`src/rtl/bidir_shift_ctrl.sv`:
```
// bidir_shift_ctrl: command sequencer for a WIDTH-bit bidirectional shift
// register. It accepts LOAD / SHIFT_RIGHT / SHIFT_LEFT / ROTATE_RIGHT commands
// over a valid/ready handshake, drives the register's mode, parallel input
// and serial inputs, and streams out the bits leaving the register.
//
// Optional feature macro: BIDIR_ROTATE_EN
//   defined   -> op 11 rotates right by cmd_cnt positions
//   undefined -> op 11 completes immediately with done_err=1, no register activity
module bidir_shift_ctrl #(
  parameter int WIDTH = 4,
  parameter int CNT_W = 4
) (
  input  logic             clk,
  input  logic             rst_n,
  input  logic             cmd_valid,
  output logic             cmd_ready,
  input  logic [1:0]       cmd_op,
  input  logic [CNT_W-1:0] cmd_cnt,
  input  logic [WIDTH-1:0] cmd_data,
  input  logic             cmd_fill,
  input  logic             abort,
  input  logic [WIDTH-1:0] reg_q,
  output logic [1:0]       mode,
  output logic [WIDTH-1:0] p_in,
  output logic             s_in_right,
  output logic             s_in_left,
  output logic             so_valid,
  output logic             so_bit,
  output logic             busy,
  output logic             done,
  output logic             done_abort,
  output logic             done_err,
  output logic [CNT_W-1:0] shifts_left
);

  typedef enum logic [1:0] {
    IDLE  = 2'b00,
    LOAD  = 2'b01,
    SHIFT = 2'b10,
    DONE  = 2'b11
  } state_t;

  localparam logic [1:0] OP_LOAD = 2'b00;
  localparam logic [1:0] OP_SR   = 2'b01;
  localparam logic [1:0] OP_SL   = 2'b10;
  localparam logic [1:0] OP_ROR  = 2'b11;

  localparam logic [1:0] MODE_HOLD = 2'b00;
  localparam logic [1:0] MODE_SR   = 2'b01;
  localparam logic [1:0] MODE_SL   = 2'b10;
  localparam logic [1:0] MODE_LOAD = 2'b11;

`ifdef BIDIR_ROTATE_EN
  localparam logic ROT_EN = 1'b1;
`else
  localparam logic ROT_EN = 1'b0;
`endif

  state_t           state_q, state_d;
  logic [1:0]       op_q, op_d;
  logic [WIDTH-1:0] data_q, data_d;
  logic             fill_q, fill_d;
  logic [CNT_W-1:0] cnt_q, cnt_d;
  logic             abort_q, abort_d;
  logic             err_q, err_d;

  // State and captured-command registers; reset returns everything to IDLE.
  always_ff @(posedge clk or negedge rst_n) begin
    if (!rst_n) begin
      state_q <= IDLE;
      op_q    <= OP_LOAD;
      data_q  <= '0;
      fill_q  <= 1'b0;
      cnt_q   <= '0;
      abort_q <= 1'b0;
      err_q   <= 1'b0;
    end else begin
      state_q <= state_d;
      op_q    <= op_d;
      data_q  <= data_d;
      fill_q  <= fill_d;
      cnt_q   <= cnt_d;
      abort_q <= abort_d;
      err_q   <= err_d;
    end
  end

  // Next-state logic: command capture, shift counting and abort handling.
  always_comb begin
    state_d = state_q;
    op_d    = op_q;
    data_d  = data_q;
    fill_d  = fill_q;
    cnt_d   = cnt_q;
    abort_d = abort_q;
    err_d   = err_q;
    case (state_q)
      IDLE: begin
        abort_d = 1'b0;
        err_d   = 1'b0;
        if (cmd_valid) begin
          op_d   = cmd_op;
          data_d = cmd_data;
          fill_d = cmd_fill;
          cnt_d  = '0;
          if (cmd_op == OP_LOAD) begin
            state_d = LOAD;
          end else if ((cmd_op == OP_ROR) && !ROT_EN) begin
            state_d = DONE;
            err_d   = 1'b1;
          end else if (cmd_cnt == '0) begin
            state_d = DONE;
          end else begin
            state_d = SHIFT;
            cnt_d   = cmd_cnt;
          end
        end
      end
      LOAD: begin
        state_d = DONE;
      end
      SHIFT: begin
        if (abort) begin
          state_d = DONE;
          abort_d = 1'b1;
        end else begin
          cnt_d = cnt_q - CNT_W'(1);
          if (cnt_q == CNT_W'(1)) begin
            state_d = DONE;
          end
        end
      end
      DONE: begin
        state_d = IDLE;
      end
      default: begin
        state_d = IDLE;
      end
    endcase
  end

  // Register-side outputs decoded from state; abort masks the shift in the same cycle.
  always_comb begin
    mode       = MODE_HOLD;
    p_in       = '0;
    s_in_right = 1'b0;
    s_in_left  = 1'b0;
    so_valid   = 1'b0;
    so_bit     = 1'b0;
    case (state_q)
      LOAD: begin
        mode = MODE_LOAD;
        p_in = data_q;
      end
      SHIFT: begin
        if (!abort) begin
          case (op_q)
            OP_SR: begin
              mode       = MODE_SR;
              s_in_right = fill_q;
              so_valid   = 1'b1;
              so_bit     = reg_q[0];
            end
            OP_SL: begin
              mode      = MODE_SL;
              s_in_left = fill_q;
              so_valid  = 1'b1;
              so_bit    = reg_q[WIDTH-1];
            end
            OP_ROR: begin
              mode       = MODE_SR;
              s_in_right = reg_q[0];
              so_valid   = 1'b1;
              so_bit     = reg_q[0];
            end
            default: begin
              mode = MODE_HOLD;
            end
          endcase
        end
      end
      default: begin
        mode = MODE_HOLD;
      end
    endcase
  end

  // Handshake and status outputs.
  assign busy        = (state_q != IDLE);
  assign cmd_ready   = (state_q == IDLE);
  assign done        = (state_q == DONE);
  assign done_abort  = (state_q == DONE) && abort_q;
  assign done_err    = (state_q == DONE) && err_q;
  assign shifts_left = cnt_q;

endmodule

```
`config.mk`:
```
export PLATFORM = sky130hd
export DESIGN_NAME = bidir_shift_ctrl
export DESIGN_NICKNAME = d
export VERILOG_FILES = /design/src/rtl/bidir_shift_ctrl.sv
export SDC_FILE = /design/constraint.sdc
export NUM_CORES = 1
export LEC_CHECK = 0
export CORE_MARGIN = 5
export CORE_UTILIZATION = 25
export DETAILED_ROUTE_END_ITERATION = 12
export GPL_ROUTABILITY_DRIVEN = 0
export PLACE_DENSITY_LB_ADDON = 0.12
export REMOVE_ABC_BUFFERS = 1
export SLEW_MARGIN = 20
export SYNTH_ARGS = -nofsm -noshare
export SYNTH_HDL_FRONTEND = slang
export SYNTH_SLANG_ARGS = --single-unit
```
`constraint.sdc`:
```
create_clock -name clk -period 1.9 [get_ports clk]
set_clock_uncertainty 0.2 [all_clocks]
set_input_delay 0.19 -clock clk [delete_from_list [all_inputs] [get_ports clk]]
set_output_delay 0.19 -clock clk [all_outputs]
set_load 0.01 [all_outputs]
```
==> results of run 1 <==
cell families after synthesis:
group,count (synthesis)
buffers and inverters,7
AND/OR/NAND/NOR,37
flip-flops,15
multiplexers,9
adder cells (fa/ha/maj),7
XOR/XNOR,2
AO/OA/AOI/OAI,19
where the power goes:
part           leakage (uW)  internal (uW)  switching [uW]  total (uW)
logic              0.000509            771             654        1430
clock network     0.0000255            146             124         269
registers          0.000181            482             128         610
final timing paths:
check	to	startpoint	cells past startpoint
worst min register to register	err_q	err_q	1
worst min-delay path	shifts_left[0]	rst_n	2
worst max register to register	shifts_left[0]	state_q[1]	7
worst max-delay path	shifts_left[0]	state_q[1]	7
max in group asynchronous	data_q[1]	rst_n	2
min in group clk	err_q	err_q	1
state kept, by name, summed over array words and instances, names as in the netlist:
name,flops
data_q,4
shifts_left,4
op_q,2
state_q,2
abort_q,1
err_q,1
fill_q,1
what timing repair did:
action                     CTS  global route
setup endpoints to repair   14             8
gates resized for setup     21            14
cloned                       0             0
per-stage QoR:
step	cells	cell area, sq um	power, uW
final	200	1530	2300
after global routing	200	1530	2520
after CTS	200	1550	2360
after detailed placement	196	1490	2080
after global placement	196	1490	2050
after floorplan	95	946	1380
metal layers:
layer,GRT usage,up-vias
met4,0.0605,0
met2,0.196,29
met5,0,-
met1,0.134,413
met3,0.0337,7
li1,-,447
cells in the mapped netlist (all sizes together) (2+ instances only):
| library cell | count | area [sq um] |
|---|---|---|
| nand2b | 2 | 12.5 |
| inv | 6 | 22.5 |
| and3 | 2 | 12.5 |
| dfrtp | 15 | 375 |
| nor3 | 3 | 15.0 |
| a31oi | 2 | 12.5 |
| nand2 | 5 | 18.8 |
| and2 | 6 | 37.5 |
| ha | 7 | 87.6 |
| a211oi | 2 | 15.0 |
| mux2i | 2 | 20.0 |
| nor2 | 9 | 33.8 |
| xor2 | 2 | 25.0 |
| mux2 | 7 | 78.8 |
| o21ai | 5 | 43.8 |
| a21oi | 5 | 25.0 |
| nor2b | 4 | 25.0 |
layout make-up:
class	instances	area [sq um]	area share
clock buffer	3	41.3	0.0270
inverter	6	22.5	0.0147
timing repair buffer	53	448	0.293
multi-input combinational	74	578	0.378
sequential	15	375	0.245
clock inverter	1	5.00	0.00327
tap	48	60.1	0.0392
==> results.py, run 1 <==
metrics = {
    "grt": {
        "grt_pass1_vias": 983,
        "grt_max_degree": 16,
        "antenna_found_initial": 0,
        "grt_usage": 0.117,
        "grt_first_pass_wirelength_microns": 4560,
        "overflow": 0,
    },
    "timing": {
        "period_share": 0.952,
        "hold_viol": 0,
        "fin_crit_ns": 1.81,
        "tns_ns": 0,
        "slew-limit-headroom": 0.814,
        "slew_violations": 0,
        "setup_viol": 0,
        "rsz0062_at_grt": "false",
        "worst_pin_slew_ns": 0.279,
        "max_freq_ghz": 0.553,
        "setup_slack_ns": 0.0919,
        "hold_ws_ns": 0.0593,
    },
    "routing": {
        "routed-wl-met2_microns": 1310,
        "wl_per_cell_microns": 13.8,
        "via_per_inst": 4.48,
        "drt-pass1-iter-count": 4,
        "vias": 896,
        "drt-met1-wl_microns": 1210,
        "met3_wirelength_microns": 165,
        "drcViolationCount": 0,
        "ant_nets": 0,
        "top_layer": "met4",
        "drtIter0Drc": 61,
        "finalWirelength_microns": 2750,
    },
    "placement": {
        "io_buffers": 35,
        "post-dp-hpwl_microns": 2190,
        "dp_slack_ns": -0.118,
    },
    "critical_path": {
        "slowest_delay_ns": 0.41,
        "cp.required_ns": 1.89,
        "worstSetupStartpointType": "flop",
        "cp_common_cell": "buf_4",
        "cp.arrival_ns": 1.80,
        "worst-path-buf-inv": 2,
        "path_class": "flop to flop",
        "cpLargestDelayFamily": "simple AND/OR/NAND/NOR gates",
        "endpoint_kind": "flop",
        "path_cells": "ha_2 > buf_4 > buf_4 > nor2b_2 > o21ai_4 > or3_1 > o21ai_2",
        "r2r_setup_slack_ns": 0.09,
        "crit_fanout": 8,
        "cp_slowest_cell": "dfrtp_1",
    },
    "yosys": {
        "syn_inst": 96,
        "syn-cell-area_sq_um": 957,
        "synth_top_family_by_area": "simple AND/OR/NAND/NOR gates",
        "synth_edf_count": 0,
        "synth-compound-area-share": 0.144,
        "synth-adder-area-share": 0.0915,
        "synth_seq_cells": 15,
        "yosysUniqueCellTypes": 33,
        "synthMuxAreaShare": 0.103,
        "async_flop_share": 1.00,
        "synth_xor_area_frac": 0.0261,
        "synthSimpleGateAreaFrac": 0.208,
        "synthFlopType": "dfrtp_1",
        "ys_seq_area_frac": 0.392,
        "synth.avg_cell_area_sq_um": 9.97,
        "ys_warn_count": 0,
    },
    "run": {
        "cap_viol_max_count": 0,
    },
    "power_and_ir_drop": {
        "power_density_nw_per_um2": 1510,
        "worst_ir_drop_vdd_v": 0.000534,
        "leakage_uw": 0.000715,
    },
    "worst_hold_path": {
        "hold_path_class": "input pin to async pin",
    },
    "cells_and_area": {
        "antenna_cells": 0,
        "layout_common_cells": "clkdlybuf4s50_1, buf_4, dfrtp_1, nor2_1, dlygate4sd2_1",
        "fin_nets": 179,
        "finish.utilization": 0.415,
        "drive_above_1_share": 0.309,
        "syn_to_final_growth_pct": 59.9,
        "final_common_cell": "clkdlybuf4s50_1",
        "fillers": 386,
    },
    "clock_tree": {
        "cts_hold_buf": 0,
        "cts_setup_buffers": 0,
        "clock_sinks": 15,
        "path_clk_slew_ns": 0.06,
        "cts_tree": "built",
        "clk_path_buf_depth": 2,
        "clock_latency_ns": 0.25,
        "cts-root-buf": "clkbuf_8",
        "htreeDepth": 1,
        "cts_buffers": 3,
    },
    "floorplan": {
        "die-area_sq_um": 5170,
        "die_h_microns": 71.9,
        "ios": 38,
        "initial_core_util": 0.259,
        "row_count": 22,
        "die_w_microns": 71.9,
        "core_sq_um": 3690,
    },
    "status": {
        "status": "finished clean",
    },
}
Note: power is estimated with default switching activity, not from simulation.
==> run 2, diff against run 1 <==
- CORE_UTILIZATION: 25 -> 29
==> run 2 against run 1 <==
Against the previous run: core utilization increased by 6.4 points; register-to-register slack got worse by 0.02 ns; non-clock buffer count decreased by 4; global-route usage increased by 0.42 points; first-iteration DRC count decreased by 44%; fmax decreased by 1.1%; setup slack got worse by 0.020 ns; via count decreased by 1.3%; critical path type unchanged; critical endpoint unchanged.
==> results.py, run 2 (same netlist as run 1, synthesis figures left out) <==
metrics = {
    "cells_and_area": {
        "seq_area_sq_um": 375,
        "stdcell_area_sq_um": 1490,
        "layout_common_cells": "clkdlybuf4s50_1, dfrtp_1, buf_4, nor2_1",
        "antenna_cells": 0,
        "fin_nets": 175,
        "syn_to_final_growth_pct": 55.2,
        "drive_above_1_share": 0.297,
        "multi_input_area_sq_um": 589,
        "fillers": 339,
        "final_common_cell": "clkdlybuf4s50_1",
    },
    "grt": {
        "grt_pass1_vias": 862,
        "overflow": 0,
        "grt_usage": 0.121,
        "grt_max_degree": 16,
        "antenna_found_initial": 0,
        "grt_first_pass_wirelength_microns": 4040,
    },
    "routing": {
        "ant_nets": 0,
        "via_per_inst": 4.60,
        "vias": 884,
        "drt-pass1-iter-count": 4,
        "finalWirelength_microns": 2470,
        "wl_per_cell_microns": 12.9,
        "drcViolationCount": 0,
        "drtIter0Drc": 34,
    },
    "placement": {
        "placed_area_sq_um": 1450,
        "io_buffers": 35,
        "post-dp-hpwl_microns": 1970,
    },
    "critical_path": {
        "path_class": "flop to flop",
        "endpoint_kind": "flop",
        "cp.arrival_ns": 1.85,
        "crit_fanout": 7,
        "worstSetupStartpointType": "flop",
        "cp.required_ns": 1.92,
    },
    "clock_tree": {
        "cts-root-buf": "clkbuf_4",
        "path_clk_slew_ns": 0.10,
        "cts_hold_buf": 0,
        "cts_buffers": 3,
        "cts_tree": "built",
        "clock_sinks": 15,
        "clk_path_buf_depth": 2,
        "htreeDepth": 1,
        "clock_latency_ns": 0.28,
    },
    "power_and_ir_drop": {
        "seqPwrFrac": 0.275,
        "total_power_uw": 2220,
        "swShare": 0.400,
        "p_clk_frac": 0.085,
        "net-switching-power_uw": 887,
        "intPower_uw": 1330,
        "combPwrFrac": 0.639,
        "power_density_nw_per_um2": 1490,
        "leakage_uw": 0.000675,
        "worst_ir_drop_vdd_v": 0.000599,
    },
    "timing": {
        "period_share": 0.962,
        "slew-limit-headroom": 0.834,
        "worst_pin_slew_ns": 0.248,
        "hold_viol": 0,
        "tns_ns": 0,
        "slew_violations": 0,
        "max_freq_ghz": 0.547,
        "fin_crit_ns": 1.83,
        "setup_viol": 0,
        "rsz0062_at_grt": "true",
    },
    "status": {
        "status": "finished clean",
    },
    "worst_hold_path": {
        "hold_path_class": "input pin to async pin",
    },
    "floorplan": {
        "die_w_microns": 67.5,
        "die-area_sq_um": 4550,
        "row_count": 20,
        "core_sq_um": 3100,
        "ios": 38,
        "initial_core_util": 0.308,
        "die_h_microns": 67.5,
    },
    "run": {
        "cap_viol_max_count": 0,
    },
}
run 2: stage by stage:
step / utilization / setup slack, ns / std cells / hold slack, ns
2_1_floorplan: - / 0.138 / 95 / -0.306
3_3_place_gp: 0.467 / -0.151 / 187 / 0.269
3_5_place_dp: 0.467 / -0.136 / 187 / 0.266
4_1_cts: 0.470 / -0.0937 / 191 / 0.00928
5_1_grt: 0.479 / -0.00728 / 192 / 0.0223
6_report: 0.479 / 0.0720 / 192 / 0.00924
run 2: layout make-up:
cell class                      instances  share of cell area
Timing Repair Buffer                   49               0.281
Clock buffer                            4              0.0177
Sequential cell                        15               0.253
Multi-Input combinational cell         74               0.397
Inverter                                6              0.0152
Tap cell                               44              0.0371
run 2: layer usage:
metal	GRT usage	vias up	part of all wire
met5	0	-	0
li1	-	435	-
met4	0.0456	0	0.0069
met1	0.160	411	0.46
met2	0.182	36	0.43
met3	0.0399	2	0.095
run 2: power by group through the flow:
stage	logic [uW]	registers (uW)	clock network, uW
after floorplan	765	611	0
after global placement	1390	608	0
after detailed placement	1410	612	0
after CTS	1370	608	196
after global routing	1570	637	212
final	1420	611	190
run 2: path summary, 6_finish.rpt:
check,endpoint,from,slack (ns),cells past startpoint
worst min-delay path,shifts_left[0],rst_n,0.009,2
worst min register to register,err_q,err_q,0.29,1
max in group asynchronous,state_q[1],rst_n,1.31,2
min in group clk,err_q,err_q,0.29,1
worst max-delay path,shifts_left[0],state_q[1],0.07,7
worst max register to register,shifts_left[0],state_q[1],0.07,7
run 2: repair_timing:
action                                  CTS  global route
endpoints found under the setup margin   16             8
buffers inserted                          0             1
resized for setup                        36            10
pin swaps                                 2             1
cloned                                    0             0
run 2: worst max-delay path: stages (launching register included):
cell,delay (ns)
dfrtp_1,0.43
ha_2,0.22
buf_4,0.13
buf_4,0.16
nor2b_4,0.12
o21ai_4,0.08
or3_1,0.37
o21ai_2,0.06
